===== src/rtl/run_ctrl_pkg.sv =====
// Shared types and default parameters for the run sequencer.
package run_ctrl_pkg;

    typedef enum logic [1:0] {
        IDLE   = 2'd0,
        ARM    = 2'd1,
        RUN    = 2'd2,
        REPORT = 2'd3
    } state_t;

    localparam int DEF_CYC_W   = 16;
    localparam int DEF_TIMEOUT = 60000;
    localparam int DEF_RST_CYC = 2;

endpackage


===== src/rtl/run_ctrl_if.sv =====
// Request and result handshakes between a requester (master) and run_ctrl (slave).
// Both channels: a transfer happens on a rising edge where valid && ready are both high.
interface run_ctrl_if #(
    parameter int CYC_W = 16
);
    logic             go_valid;
    logic             go_ready;
    logic             res_valid;
    logic             res_ready;
    logic [CYC_W-1:0] res_cycles;
    logic             res_timeout;

    modport master (
        output go_valid,
        input  go_ready,
        input  res_valid,
        output res_ready,
        input  res_cycles,
        input  res_timeout
    );

    modport slave (
        input  go_valid,
        output go_ready,
        output res_valid,
        input  res_ready,
        output res_cycles,
        output res_timeout
    );
endinterface


===== src/rtl/run_ctrl_cnt.sv =====
// Up-counter with synchronous clear (priority) and enable, asynchronous reset.
module run_ctrl_cnt #(
    parameter int W = 16
) (
    input  logic         clk,
    input  logic         rst,
    input  logic         clr,
    input  logic         en,
    output logic [W-1:0] q
);

    always_ff @(posedge clk or posedge rst) begin
        if (rst) begin
            q <= '0;
        end else if (clr) begin
            q <= '0;
        end else if (en) begin
            q <= q + 1'b1;
        end
    end

endmodule


===== src/rtl/run_ctrl.sv =====
// Run sequencer: holds the core in reset, releases it, times the run until done
// or timeout, and hands back the cycle count over a valid/ready result channel.
module run_ctrl
    import run_ctrl_pkg::*;
#(
    parameter int CYC_W   = DEF_CYC_W,
    parameter int TIMEOUT = DEF_TIMEOUT,
    parameter int RST_CYC = DEF_RST_CYC
) (
    input  logic             clk,
    input  logic             rst,
    run_ctrl_if.slave        bus,
    output logic             start,
    input  logic             done,
    output logic             busy,
    output state_t           state_dbg
);

    localparam logic [CYC_W-1:0] ARM_LAST = CYC_W'(RST_CYC - 1);
    localparam logic [CYC_W-1:0] TMO_LAST = CYC_W'(TIMEOUT - 1);
    localparam logic [CYC_W-1:0] TMO_VAL  = CYC_W'(TIMEOUT);

    state_t           state;
    logic [CYC_W-1:0] cnt;
    logic             cnt_clr;
    logic             cnt_en;
    logic             arm_last;
    logic             res_valid_q;
    logic [CYC_W-1:0] res_cycles_q;
    logic             res_timeout_q;

    // One counter times ARM and then RUN; it is re-cleared at each hand-over.
    assign arm_last = (state == ARM) && (cnt == ARM_LAST);
    assign cnt_clr  = (state == IDLE) || arm_last;
    assign cnt_en   = (state == ARM) || (state == RUN);

    run_ctrl_cnt #(.W(CYC_W)) u_cnt (
        .clk (clk),
        .rst (rst),
        .clr (cnt_clr),
        .en  (cnt_en),
        .q   (cnt)
    );

    always_ff @(posedge clk or posedge rst) begin
        if (rst) begin
            state         <= IDLE;
            start         <= 1'b0;
            res_valid_q   <= 1'b0;
            res_cycles_q  <= '0;
            res_timeout_q <= 1'b0;
        end else begin
            case (state)
                IDLE: begin
                    if (bus.go_valid) begin
                        state <= ARM;
                    end
                end
                ARM: begin
                    if (arm_last) begin
                        state <= RUN;
                        start <= 1'b1;
                    end
                end
                RUN: begin
                    // done takes precedence over a timeout landing in the same cycle
                    if (done) begin
                        state         <= REPORT;
                        start         <= 1'b0;
                        res_valid_q   <= 1'b1;
                        res_cycles_q  <= cnt + 1'b1;
                        res_timeout_q <= 1'b0;
                    end else if (cnt == TMO_LAST) begin
                        state         <= REPORT;
                        start         <= 1'b0;
                        res_valid_q   <= 1'b1;
                        res_cycles_q  <= TMO_VAL;
                        res_timeout_q <= 1'b1;
                    end
                end
                REPORT: begin
                    if (bus.res_ready) begin
                        state       <= IDLE;
                        res_valid_q <= 1'b0;
                    end
                end
                default: begin
                    state <= IDLE;
                    start <= 1'b0;
                end
            endcase
        end
    end

    assign bus.go_ready    = (state == IDLE);
    assign bus.res_valid   = res_valid_q;
    assign bus.res_cycles  = res_cycles_q;
    assign bus.res_timeout = res_timeout_q;
    assign busy            = (state != IDLE);
    assign state_dbg       = state;

endmodule


===== src/flat_wrapper.sv =====
// flat-port wrapper written by rule: the top's interface ports become plain ports
module run_ctrl_flat import run_ctrl_pkg::*;
#(
    parameter int CYC_W   = DEF_CYC_W,
    parameter int TIMEOUT = DEF_TIMEOUT,
    parameter int RST_CYC = DEF_RST_CYC
)
  (clk, rst, start, done, busy, state_dbg, bus_go_valid, bus_go_ready, bus_res_valid, bus_res_ready, bus_res_cycles, bus_res_timeout);
  run_ctrl_if #(.CYC_W(CYC_W)) bus_i ();
  input  logic clk;
  input  logic rst;
  output logic start;
  input  logic done;
  output logic busy;
  output state_t state_dbg;
  input wire logic [$bits(bus_i.go_valid)-1:0] bus_go_valid;
  output wire logic [$bits(bus_i.go_ready)-1:0] bus_go_ready;
  output wire logic [$bits(bus_i.res_valid)-1:0] bus_res_valid;
  input wire logic [$bits(bus_i.res_ready)-1:0] bus_res_ready;
  output wire logic [$bits(bus_i.res_cycles)-1:0] bus_res_cycles;
  output wire logic [$bits(bus_i.res_timeout)-1:0] bus_res_timeout;
  assign bus_i.go_valid = bus_go_valid;
  assign bus_go_ready = bus_i.go_ready;
  assign bus_res_valid = bus_i.res_valid;
  assign bus_i.res_ready = bus_res_ready;
  assign bus_res_cycles = bus_i.res_cycles;
  assign bus_res_timeout = bus_i.res_timeout;
  run_ctrl #(.CYC_W(CYC_W), .TIMEOUT(TIMEOUT), .RST_CYC(RST_CYC)) u_core (.clk(clk), .rst(rst), .bus(bus_i), .start(start), .done(done), .busy(busy), .state_dbg(state_dbg));
endmodule

===== config.mk =====
export PLATFORM = sky130hd
export DESIGN_NAME = run_ctrl_flat
export DESIGN_NICKNAME = d
export VERILOG_FILES = /design/src/rtl/run_ctrl_pkg.sv /design/src/rtl/run_ctrl_if.sv /design/src/rtl/run_ctrl_cnt.sv /design/src/rtl/run_ctrl.sv /design/src/flat_wrapper.sv
export SDC_FILE = /design/constraint.sdc
export NUM_CORES = 1
export LEC_CHECK = 0
export CAP_MARGIN = 15
export CORE_MARGIN = 2
export CORE_UTILIZATION = 41
export CTS_BUF_LIST = sky130_fd_sc_hd__clkbuf_2
export CTS_CLUSTER_SIZE = 8
export DETAILED_ROUTE_END_ITERATION = 7
export GPL_ROUTABILITY_DRIVEN = 0
export HOLD_SLACK_MARGIN = 0.1
export PLACE_DENSITY = 0.6
export SLEW_MARGIN = 0
export SYNTH_ARGS = -nofsm -noshare
export SYNTH_HDL_FRONTEND = slang
export SYNTH_SLANG_ARGS = --single-unit

===== constraint.sdc =====
create_clock -name clk -period 2.7 [get_ports clk]
set_clock_uncertainty 0.15 [all_clocks]
set_input_delay 0.81 -clock clk [delete_from_list [all_inputs] [get_ports clk]]
set_output_delay 0.81 -clock clk [all_outputs]
set_load 0.02 [all_outputs]

==> results of run 1 <==
where the power goes:
part / switching (mW) / internal (mW) / total, mW
combinational: 0.653 / 0.507 / 1.16
sequential: 0.126 / 0.699 / 0.825
clock: 0.211 / 0.158 / 0.369
total: 0.990 / 1.36 / 2.35
kinds of logic (layout without fill, tap and decap cells):
kind of cell	Yosys count	after routing	share of synthesized area
flip-flops	37	37	0.448
buffers and inverters	23	55	0.0503
AND/OR/NAND/NOR	84	84	0.234
multiplexers	1	1	0.00485
adder cells (fa/ha/maj)	6	6	0.0363
XOR/XNOR	20	20	0.0848
AO/OA/AOI/OAI	42	42	0.142
area by class of cell:
cell class / count / area [sq um]
clock inverters: 3 / 46.3
fillers: 450 / 2290
inverters: 11 / 41.3
repair buffers: 36 / 335
well taps: 67 / 83.8
multi-input cells: 153 / 1040
clock buffers: 5 / 25.0
flip-flops and latches: 37 / 926
synthesized netlist by cell type, types with 2 or more instances:
cell       instances
dfrtp_1           37
nor2_1            17
nand2_1           14
xnor2_1           12
o21ai_0           11
inv_1             10
nand3_1           10
nor4_1             9
xor2_1             8
ha_1               6
nor3_1             6
a21oi_1            5
buf_2              4
clkbuf_1           4
nand4_1            4
o2bb2ai_1          4
or3_1              4
a21boi_0           3
and3_1             3
buf_4              3
a211oi_1           2
a41oi_1            2
nand3b_1           2
nand4_2            2
nor3b_1            2
o21a_1             2
o22a_1             2
o31ai_1            2
o32a_1             2
or4_4              2
layout by cell type, fill, tap and decap left out, types with 3 or more instances in the layout:
cell / Yosys / routed
dfrtp_1: 37 / 37
clkdlybuf4s50_1: 0 / 25
nor2_1: 17 / 17
nand2_1: 14 / 14
xnor2_1: 12 / 12
o21ai_0: 11 / 11
inv_1: 10 / 10
nand3_1: 10 / 10
nor4_1: 9 / 9
buf_4: 3 / 9
xor2_1: 8 / 8
nor3_1: 6 / 6
ha_1: 6 / 6
a21oi_1: 5 / 5
clkbuf_2: 1 / 5
nand4_1: 4 / 4
or3_1: 4 / 4
o2bb2ai_1: 4 / 4
and3_1: 3 / 3
a21boi_0: 3 / 3
per-stage QoR:
stage	setup slack [ns]	utilization	instance area [sq um]	power [mW]
after floorplan	0.499	-	2070	1.55
after global placement	0.284	0.505	2420	1.99
after detailed placement	0.245	0.505	2420	2.00
after CTS	0.108	0.521	2490	2.37
after global routing	0.0292	0.521	2490	2.52
final	0.141	0.521	2490	2.35
worst min-delay path by stage:
stage,depth (start not counted),slack [ns],to
2_1_floorplan,2,0.43,u_core.u_cnt.q[13]
3_3_place_gp,1,0.33,u_core.bus.res_cycles[12]
3_5_place_dp,1,0.33,u_core.bus.res_cycles[12]
4_1_cts,1,0.38,u_core.bus.res_cycles[6]
5_1_grt,1,0.40,u_core.bus.res_cycles[12]
6_report,1,0.37,u_core.bus.res_cycles[6]
worst max-delay path: stages (launching register included):
cell and delay [ns]:
dfrtp_1 0.44, inv_1 0.09, ha_1 0.21, inv_1 0.11
dlygate4sd2_1 0.34
layer usage:
metal	vias up	track usage	wire [um]
met3	7	0.0402	162
met1	789	0.266	2430
met4	0	0.0575	58
li1	824	-	-
met2	31	0.292	2130
met5	-	0	0
state kept, by name, summed over array words and instances, names as in the netlist:
register and count:
u_core.bus.res_cycles 16, u_core.bus.res_timeout 1, u_core.bus.res_valid 1, u_core.start 1, u_core.state_dbg 2, u_core.u_cnt.q 16
what timing repair did:
| item | in CTS | in global routing |
|---|---|---|
| hold endpoints to repair | 0 | 0 |
| setup buffers | 1 | 0 |
| resized for setup | 2 | 0 |
| endpoints found under the setup margin | 2 | 0 |
==> run_results.csv, run 1 <==
group,metric,value,unit
run_status,outcome,"completed",
floorplanning,ioPinCount,28,
hold_path,hold_class,"reg -> reg",
critical_path,crit_path_start,"u_core.state_dbg[1]",
drt,wl,4.78,mm
critical_path,r2r_start,"u_core.u_cnt.q[0]",
critical_path,worstPathRequired,1.74,ns
clock_tree,cts_sinks,37,
critical_path,worstRegToRegCells,5,
global_routing,grt_max_degree,38,
synth,ys.flop_type,"dfrtp_1",
critical_path,critPathLaunchType,"flop",
drt,drcViolationCount,0,
placement,placed_cells,303,
drt,avgRoutedWirePerCell,15.3,um
drt,viasPerCell,5.29,
global_routing,grt_overflow_total,0,
synth,synth.distinct_cells,49,
synth,synthTopCellsByArea,"dfrtp_1 45%, xnor2_1 5.1%, ha_1 3.6%, xor2_1 3.4%, nor2_1 3.1%",
sta,hold_ws,0.371,ns
floorplanning,dieHeight,75.0,um
sta,fmax,0.391,GHz
clock_tree,cts_buffer_depth,2,
clock_tree,cts_tree,"done",
sta,setup_violations,0,
floorplanning,core,4790,sq um
drt,antenna_left,0,
power_and_ir_drop,ir_drop,430,uV
drt,drt_pass1_iterations,4,
placement,dp_hpwl,3.22,mm
critical_path,rrSetupSlack,0.31,ns
layout,drive_gt1_frac,0.110,
clock_tree,cts_max_level,2,
power_and_ir_drop,leakagePower,1.03,nW
hold_path,worstHoldStart,"u_core.bus.res_cycles[6]",
drt,num_vias,1651,
global_routing,grt_pass1_wl,7.96,mm
critical_path,critPathKind,"reg -> out",
drt,drtIter0Drc,119,
floorplanning,die_area,5620,sq um
synth,ys_seq_elements,37,
synth,synth_warnings,0,
sta,slew_headroom,0.596,
layout,nets,255,
critical_path,critical_path.endpoint,"busy",
synth,syn_area,2070,sq um
critical_path,worstPathArrival,1.60,ns
sta,hold_viol,0,
layout,antennaDiodeCount,0,
floorplanning,start_util,0.432,
synth,syn_nets,224,
global_routing,grt_pass1_vias,1567,
critical_path,path_max_fanout,4,
sta,rsz0062_at_grt,"no",
clock_tree,root_buffer,"clkbuf_2",
layout,final_cells,312,
critical_path,r2r-end,"u_core.u_cnt.q[14]",
synth,synth_cells,213,
placement,io_buffers,27,
power_and_ir_drop,p_per_area,944,nW/um^2
clock_tree,clkLatencyLatePin,0.42,ns
floorplanning,die_w,75.0,um
clock_tree,clkTransAtPathRegs,0.20,ns
synth,syn_avg_cell_area,9.70,sq um
critical_path,crit_path_end_kind,"primary output",
sta,slew_violations,0,
sta,worstMarginPinSlew,0.600,ns
sta,setup_tns,0,ns
layout,area_delta_synth_final,20.7,%
floorplanning,placementRows,25,
synth,netlist.area_leader.share,0.448,
synth,synthArstFlopShare,1.00,
synth,synth_edf_count,0,
global_routing,antenna_found_initial,0,
synth,yosys.area.top_type,"dfrtp_1",
clock_tree,hold_buffers,0,
job,max_cap_violations,0,
sta,fin_crit_sh,0.948,
synth,ys_seq_area_frac,0.448,
sta,period_minus_slack,2.56,ns
global_routing,grt_usage,0.189,
clock_tree,numCtsBuffers,5,
No activity file was read; power rests on OpenSTA's default activity.
==> run 2, diff against run 1 <==
--- a/config.mk
+++ b/config.mk
@@ -14,6 +14,7 @@
 export GPL_ROUTABILITY_DRIVEN = 0
 export HOLD_SLACK_MARGIN = 0.1
 export PLACE_DENSITY = 0.6
+export REMOVE_ABC_BUFFERS = 1
 export SLEW_MARGIN = 0
 export SYNTH_ARGS = -nofsm -noshare
 export SYNTH_HDL_FRONTEND = slang
==> run 2 against run 1 <==
Compared with the run above:
- clock-buffer cell count unchanged
- combinational power about the same
- sequential cell count unchanged
- critical path type unchanged
- critical endpoint unchanged
- largest cell class unchanged
==> run_results.csv, run 2 (synthesis results as in run 1) <==
group,metric,value,unit
placement,io_buffers,27,
critical_path,critPathKind,"reg -> out",
job,max_cap_violations,0,
hold_path,min_to,"u_core.bus.res_cycles[12]",
layout,most-common-layout-cells,"37 x dfrtp_1, 25 x clkdlybuf4s50_1, 17 x nor2_1, 14 x nand2_1, 12 x xnor2_1",
power_and_ir_drop,pwr-share-clk,0.151,
sta,slew_headroom,0.606,
critical_path,worstPathRequired,1.74,ns
floorplanning,die_w,75.0,um
power_and_ir_drop,intPower,1.34,mW
run_status,outcome,"completed",
drt,wl_met1,2.33,mm
floorplanning,start_util,0.432,
drt,antenna_left,0,
sta,setup_violations,0,
clock_tree,numCtsBuffers,5,
layout,multi_input_area,1040,sq um
drt,dr_wl_met3,154,um
power_and_ir_drop,switching_share,0.420,
critical_path,timing.critical_path.mode_cell,"inv_1",
layout,final_cells,308,
layout,nets,251,
sta,hold_ws,0.364,ns
power_and_ir_drop,p_per_area,942,nW/um^2
sta,worstMarginPinSlew,0.585,ns
placement,pre_cts_slack,0.162,ns
global_routing,grt_pass1_vias,1575,
critical_path,max_stage_delay,0.46,ns
clock_tree,clkLatencyLatePin,0.39,ns
sta,period_minus_slack,2.58,ns
floorplanning,placementRows,25,
global_routing,grt_usage,0.185,
layout,fill_cells,463,
clock_tree,cts_max_level,2,
layout,final_common_cell,"dfrtp_1",
drt,num_vias,1667,
layout,antennaDiodeCount,0,
floorplanning,dieHeight,75.0,um
drt,viasPerCell,5.41,
critical_path,worstRegToRegCells,5,
placement,dp_hpwl,3.27,mm
hold_path,whs_path_depth,1,
placement,placed_cells,300,
critical_path,crit_slowest_cell,"dfrtp_1",
clock_tree,cts_sinks,37,
global_routing,antenna_found_initial,0,
critical_path,crit_chain,"inv_1 > ha_1 > inv_1 > dlygate4sd2_1",
critical_path,rrSetupSlack,0.26,ns
critical_path,worstPathArrival,1.62,ns
clock_tree,hold_buffers,0,
drt,drt_pass1_iterations,4,
power_and_ir_drop,seq_power_share,0.359,
sta,hold_viol,0,
sta,slew_violations,0,
drt,maxUsedRoutingLayer,"met4",
critical_path,critPathLaunchType,"flop",
critical_path,r2r-end,"u_core.bus.res_cycles[15]",
clock_tree,root_buffer,"clkbuf_2",
floorplanning,die_area,5620,sq um
sta,setup_tns,0,ns
power_and_ir_drop,leakagePower,1.01,nW
global_routing,grt_pass1_wl,7.84,mm
sta,fin_crit_sh,0.954,
clock_tree,cts_tree,"done",
sta,fmax,0.388,GHz
layout,seq_area,926,sq um
critical_path,r2r_start,"u_core.u_cnt.q[0]",
clock_tree,clkTransAtPathRegs,0.20,ns
critical_path,path_max_fanout,5,
power_and_ir_drop,switchingPower,973,uW
drt,drcViolationCount,0,
hold_path,hold_class,"reg -> reg",
floorplanning,ioPinCount,28,
clock_tree,cts_buffer_depth,2,
floorplanning,core,4790,sq um
sta,rsz0062_at_grt,"no",
drt,wl,4.62,mm
drt,avgRoutedWirePerCell,15.0,um
layout,drive_gt1_frac,0.0913,
critical_path,crit_path_end_kind,"primary output",
sta,setup_slack,0.124,ns
drt,met2_length,2.07,mm
layout,area_delta_synth_final,19.0,%
global_routing,grt_max_degree,38,
power_and_ir_drop,comb_power_share,0.490,
hold_path,worstHoldStart,"u_core.bus.res_cycles[12]",
drt,drtIter0Drc,96,
power_and_ir_drop,ir_drop,484,uV
global_routing,grt_overflow_total,0,
==> run 2: cell types whose count changed in the layout (fill, tap and decap cells not counted), sizes merged <==
cell and delta:
buf -4
==> run 2: critical path, delay by kind of cell, from the launching register on <==
kind | cells | cell delay (ns)
buffers and inverters | 3 | 0.55
DFF | 1 | 0.46
adders and majority gates | 1 | 0.22
==> run 2: worst max path at each step <==
stage          slack, ns                         to           startpoint
2_1_floorplan       0.28         u_core.u_cnt.q[14]  u_core.state_dbg[0]
3_3_place_gp        0.22  u_core.bus.res_cycles[15]                 done
3_5_place_dp        0.16  u_core.bus.res_cycles[15]                 done
4_1_cts             0.09                       busy  u_core.state_dbg[0]
5_1_grt             0.03  u_core.bus.res_cycles[15]    u_core.u_cnt.q[0]
6_report            0.12                       busy  u_core.state_dbg[0]
==> run 2: repair_timing <==
action                                  in CTS  in global routing
resized for setup                            2                  0
buffers inserted                             0                  0
endpoints found under the setup margin       2                  0
==> run 2: area by class of cell <==
| class | count | share of cell area |
|---|---|---|
| clock inverter | 3 | 0.0168 |
| timing repair buffer | 32 | 0.124 |
| inverter | 11 | 0.0168 |
| multi-input combinational | 153 | 0.421 |
| sequential | 37 | 0.377 |
| tap | 67 | 0.0341 |
| clock buffer | 5 | 0.0102 |
==> run 2: layer usage <==
layer	vias up	GRT usage
li1	823	-
met2	35	0.285
met1	802	0.266
met3	7	0.0361
met5	-	0
met4	0	0.0536
==> run 2: power by group through the flow <==
| stage | clock, mW | combinational [mW] | sequential (mW) |
|---|---|---|---|
| global placement | 0 | 1.14 | 0.845 |
| detailed placement | 0 | 1.15 | 0.845 |
| CTS | 0.364 | 1.14 | 0.831 |
| finish | 0.350 | 1.13 | 0.831 |
| floorplan | 0 | 0.547 | 0.966 |
| global route | 0.385 | 1.24 | 0.853 |
==> run 2: metrics by stage <==
stage	cell area, sq um	util	power [mW]
2_1_floorplan	2000	-	1.51
3_3_place_gp	2390	0.500	1.99
3_5_place_dp	2390	0.500	2.00
4_1_cts	2460	0.514	2.34
5_1_grt	2460	0.514	2.48
6_report	2460	0.514	2.31
==> run 3, diff against run 2 <==
--- a/config.mk
+++ b/config.mk
@@ -7,14 +7,15 @@
 export LEC_CHECK = 0
 export CAP_MARGIN = 15
 export CORE_MARGIN = 2
-export CORE_UTILIZATION = 41
+export CORE_UTILIZATION = 57
 export CTS_BUF_LIST = sky130_fd_sc_hd__clkbuf_2
 export CTS_CLUSTER_SIZE = 8
 export DETAILED_ROUTE_END_ITERATION = 7
 export GPL_ROUTABILITY_DRIVEN = 0
 export HOLD_SLACK_MARGIN = 0.1
-export PLACE_DENSITY = 0.6
+export PLACE_DENSITY = 0.79
 export REMOVE_ABC_BUFFERS = 1
+export SETUP_SLACK_MARGIN = 0.15
 export SLEW_MARGIN = 0
 export SYNTH_ARGS = -nofsm -noshare
 export SYNTH_HDL_FRONTEND = slang
==> run 3 against run 2 <==
Compared with the run above:
- hold slack better by 0.0010 ns
- final area down 1.6%
- first-iteration DRC count up 11%
- largest power group unchanged
==> run_results.csv, run 3 (synthesis results as in run 1) <==
group,metric,value,unit
run_status,outcome,"completed",
placement,placed_cells,279,
critical_path,cp_top_family,"buffers and inverters",
critical_path,worstPathArrival,1.56,ns
placement,io_buffers,27,
power_and_ir_drop,p_per_area,925,nW/um^2
floorplanning,die_area,4120,sq um
critical_path,crit_chain,"buf_4 > clkdlybuf4s50_1",
layout,antennaDiodeCount,0,
global_routing,grt_max_degree,38,
sta,rsz0062_at_grt,"yes",
clock_tree,cts_buffer_depth,2,
sta,fin_crit_sh,0.932,
clock_tree,numCtsBuffers,5,
floorplanning,dieHeight,64.2,um
layout,fin_area,2420,sq um
sta,setup_slack,0.183,ns
sta,slew_headroom,0.595,
layout,final_common_cell,"dfrtp_1",
drt,viasPerCell,5.85,
critical_path,crit_slowest_cell,"clkdlybuf4s50_1",
critical_path,rrSetupSlack,0.35,ns
layout,area_delta_synth_final,17.1,%
floorplanning,placementRows,21,
power_and_ir_drop,ir_drop,536,uV
critical_path,max_stage_delay,0.58,ns
critical_path,critPathKind,"reg -> out",
placement,dp_hpwl,3.22,mm
global_routing,grt_pass1_vias,1566,
layout,drive_gt1_frac,0.107,
clock_tree,clkLatencyLatePin,0.40,ns
drt,drtIter0Drc,107,
critical_path,critPathLaunchType,"flop",
drt,avgRoutedWirePerCell,15.5,um
floorplanning,ioPinCount,28,
power_and_ir_drop,finalPower,2.24,mW
drt,wl,4.47,mm
critical_path,crit_path_end_kind,"primary output",
clock_tree,clkTransAtPathRegs,0.20,ns
drt,drt_pass1_iterations,4,
layout,final_cells,289,
global_routing,antenna_found_initial,0,
critical_path,path_max_fanout,4,
sta,setup_tns,0,ns
sta,setup_violations,0,
drt,antenna_left,0,
layout,nets,253,
sta,slew_violations,0,
global_routing,grt_overflow_total,0,
sta,period_minus_slack,2.52,ns
global_routing,grt_pass1_wl,7.77,mm
critical_path,cp_num_buf_inv,2,
drt,drcViolationCount,0,
sta,worstMarginPinSlew,0.602,ns
floorplanning,core,3420,sq um
placement,pre_cts_slack,0.285,ns
clock_tree,cts_tree,"done",
critical_path,worstPathRequired,1.74,ns
global_routing,grt_usage,0.242,
sta,hold_ws,0.365,ns
clock_tree,cts_sinks,37,
layout,final_util,0.708,
drt,num_vias,1692,
job,max_cap_violations,0,
hold_path,hold_class,"reg -> reg",
sta,hold_viol,0,
floorplanning,die_w,64.2,um
power_and_ir_drop,leakagePower,1.02,nW
layout,most-common-layout-cells,"37 x dfrtp_1, 24 x clkdlybuf4s50_1, 17 x nor2_1, 14 x nand2_1, 12 x xnor2_1",
sta,fmax,0.397,GHz
clock_tree,root_buffer,"clkbuf_2",
clock_tree,cts_max_level,2,
floorplanning,start_util,0.605,
placement,dpl-instance-area,2370,sq um
run 3: changes by cell type in the layout (fill, tap and decap cells not counted), sizes merged:
cell,delta
dlygate4sd2,-1
dlymetal6s2s,+1
buf,+2
clkbuf,+2
clkdlybuf4s50,-1
clkinv,+1
clkinvlp,-1
bufinv,-1
run 3: power breakdown:
group          leakage (nW)  internal [mW]  switching, mW  total [mW]
combinational         0.506          0.503          0.654        1.16
clock                0.0327         0.0650          0.187       0.252
sequential            0.484          0.699          0.132       0.831
total                  1.02           1.27          0.972        2.24
run 3: worst reg2reg max path: stages, from the launching register on:
cell and delay [ns]:
dfrtp_1 0.53, ha_1 0.34, nand4_2 0.23, or4_4 0.55, or3_1 0.35, a21oi_1 0.15
run 3: path summary, 6_finish.rpt:
kind                                      startpoint                   endpoint  cells after the start
max                              u_core.state_dbg[1]               state_dbg[1]                      2
min                        u_core.bus.res_cycles[12]  u_core.bus.res_cycles[12]                      1
max reg2reg                        u_core.u_cnt.q[0]         u_core.u_cnt.q[14]                      5
min reg2reg                u_core.bus.res_cycles[12]  u_core.bus.res_cycles[12]                      1
max in group asynchronous                        rst   u_core.bus.res_cycles[2]                      3
min in group asynchronous                        rst  u_core.bus.res_cycles[10]                      3
run 3: cell type report:
| class | count | area, sq um |
|---|---|---|
| multi-input combinational | 153 | 1040 |
| fill | 264 | 996 |
| timing repair buffer | 34 | 319 |
| clock buffer | 6 | 30.0 |
| tap | 46 | 57.6 |
| clock inverter | 2 | 10.0 |
| inverter | 11 | 41.3 |
| sequential | 37 | 926 |
run 3: what timing repair did:
action	CTS	global route
hold buffers	0	0
buffers inserted	1	1
resized for setup	2	3
setup endpoints to repair	2	3
run 3: metal layers:
metal,up-vias,part of all wire,global-route usage
li1,827,-,-
met1,797,0.48,0.356
met2,63,0.45,0.363
met3,5,0.062,0.0528
met4,0,0.011,0.0612
met5,-,0,0
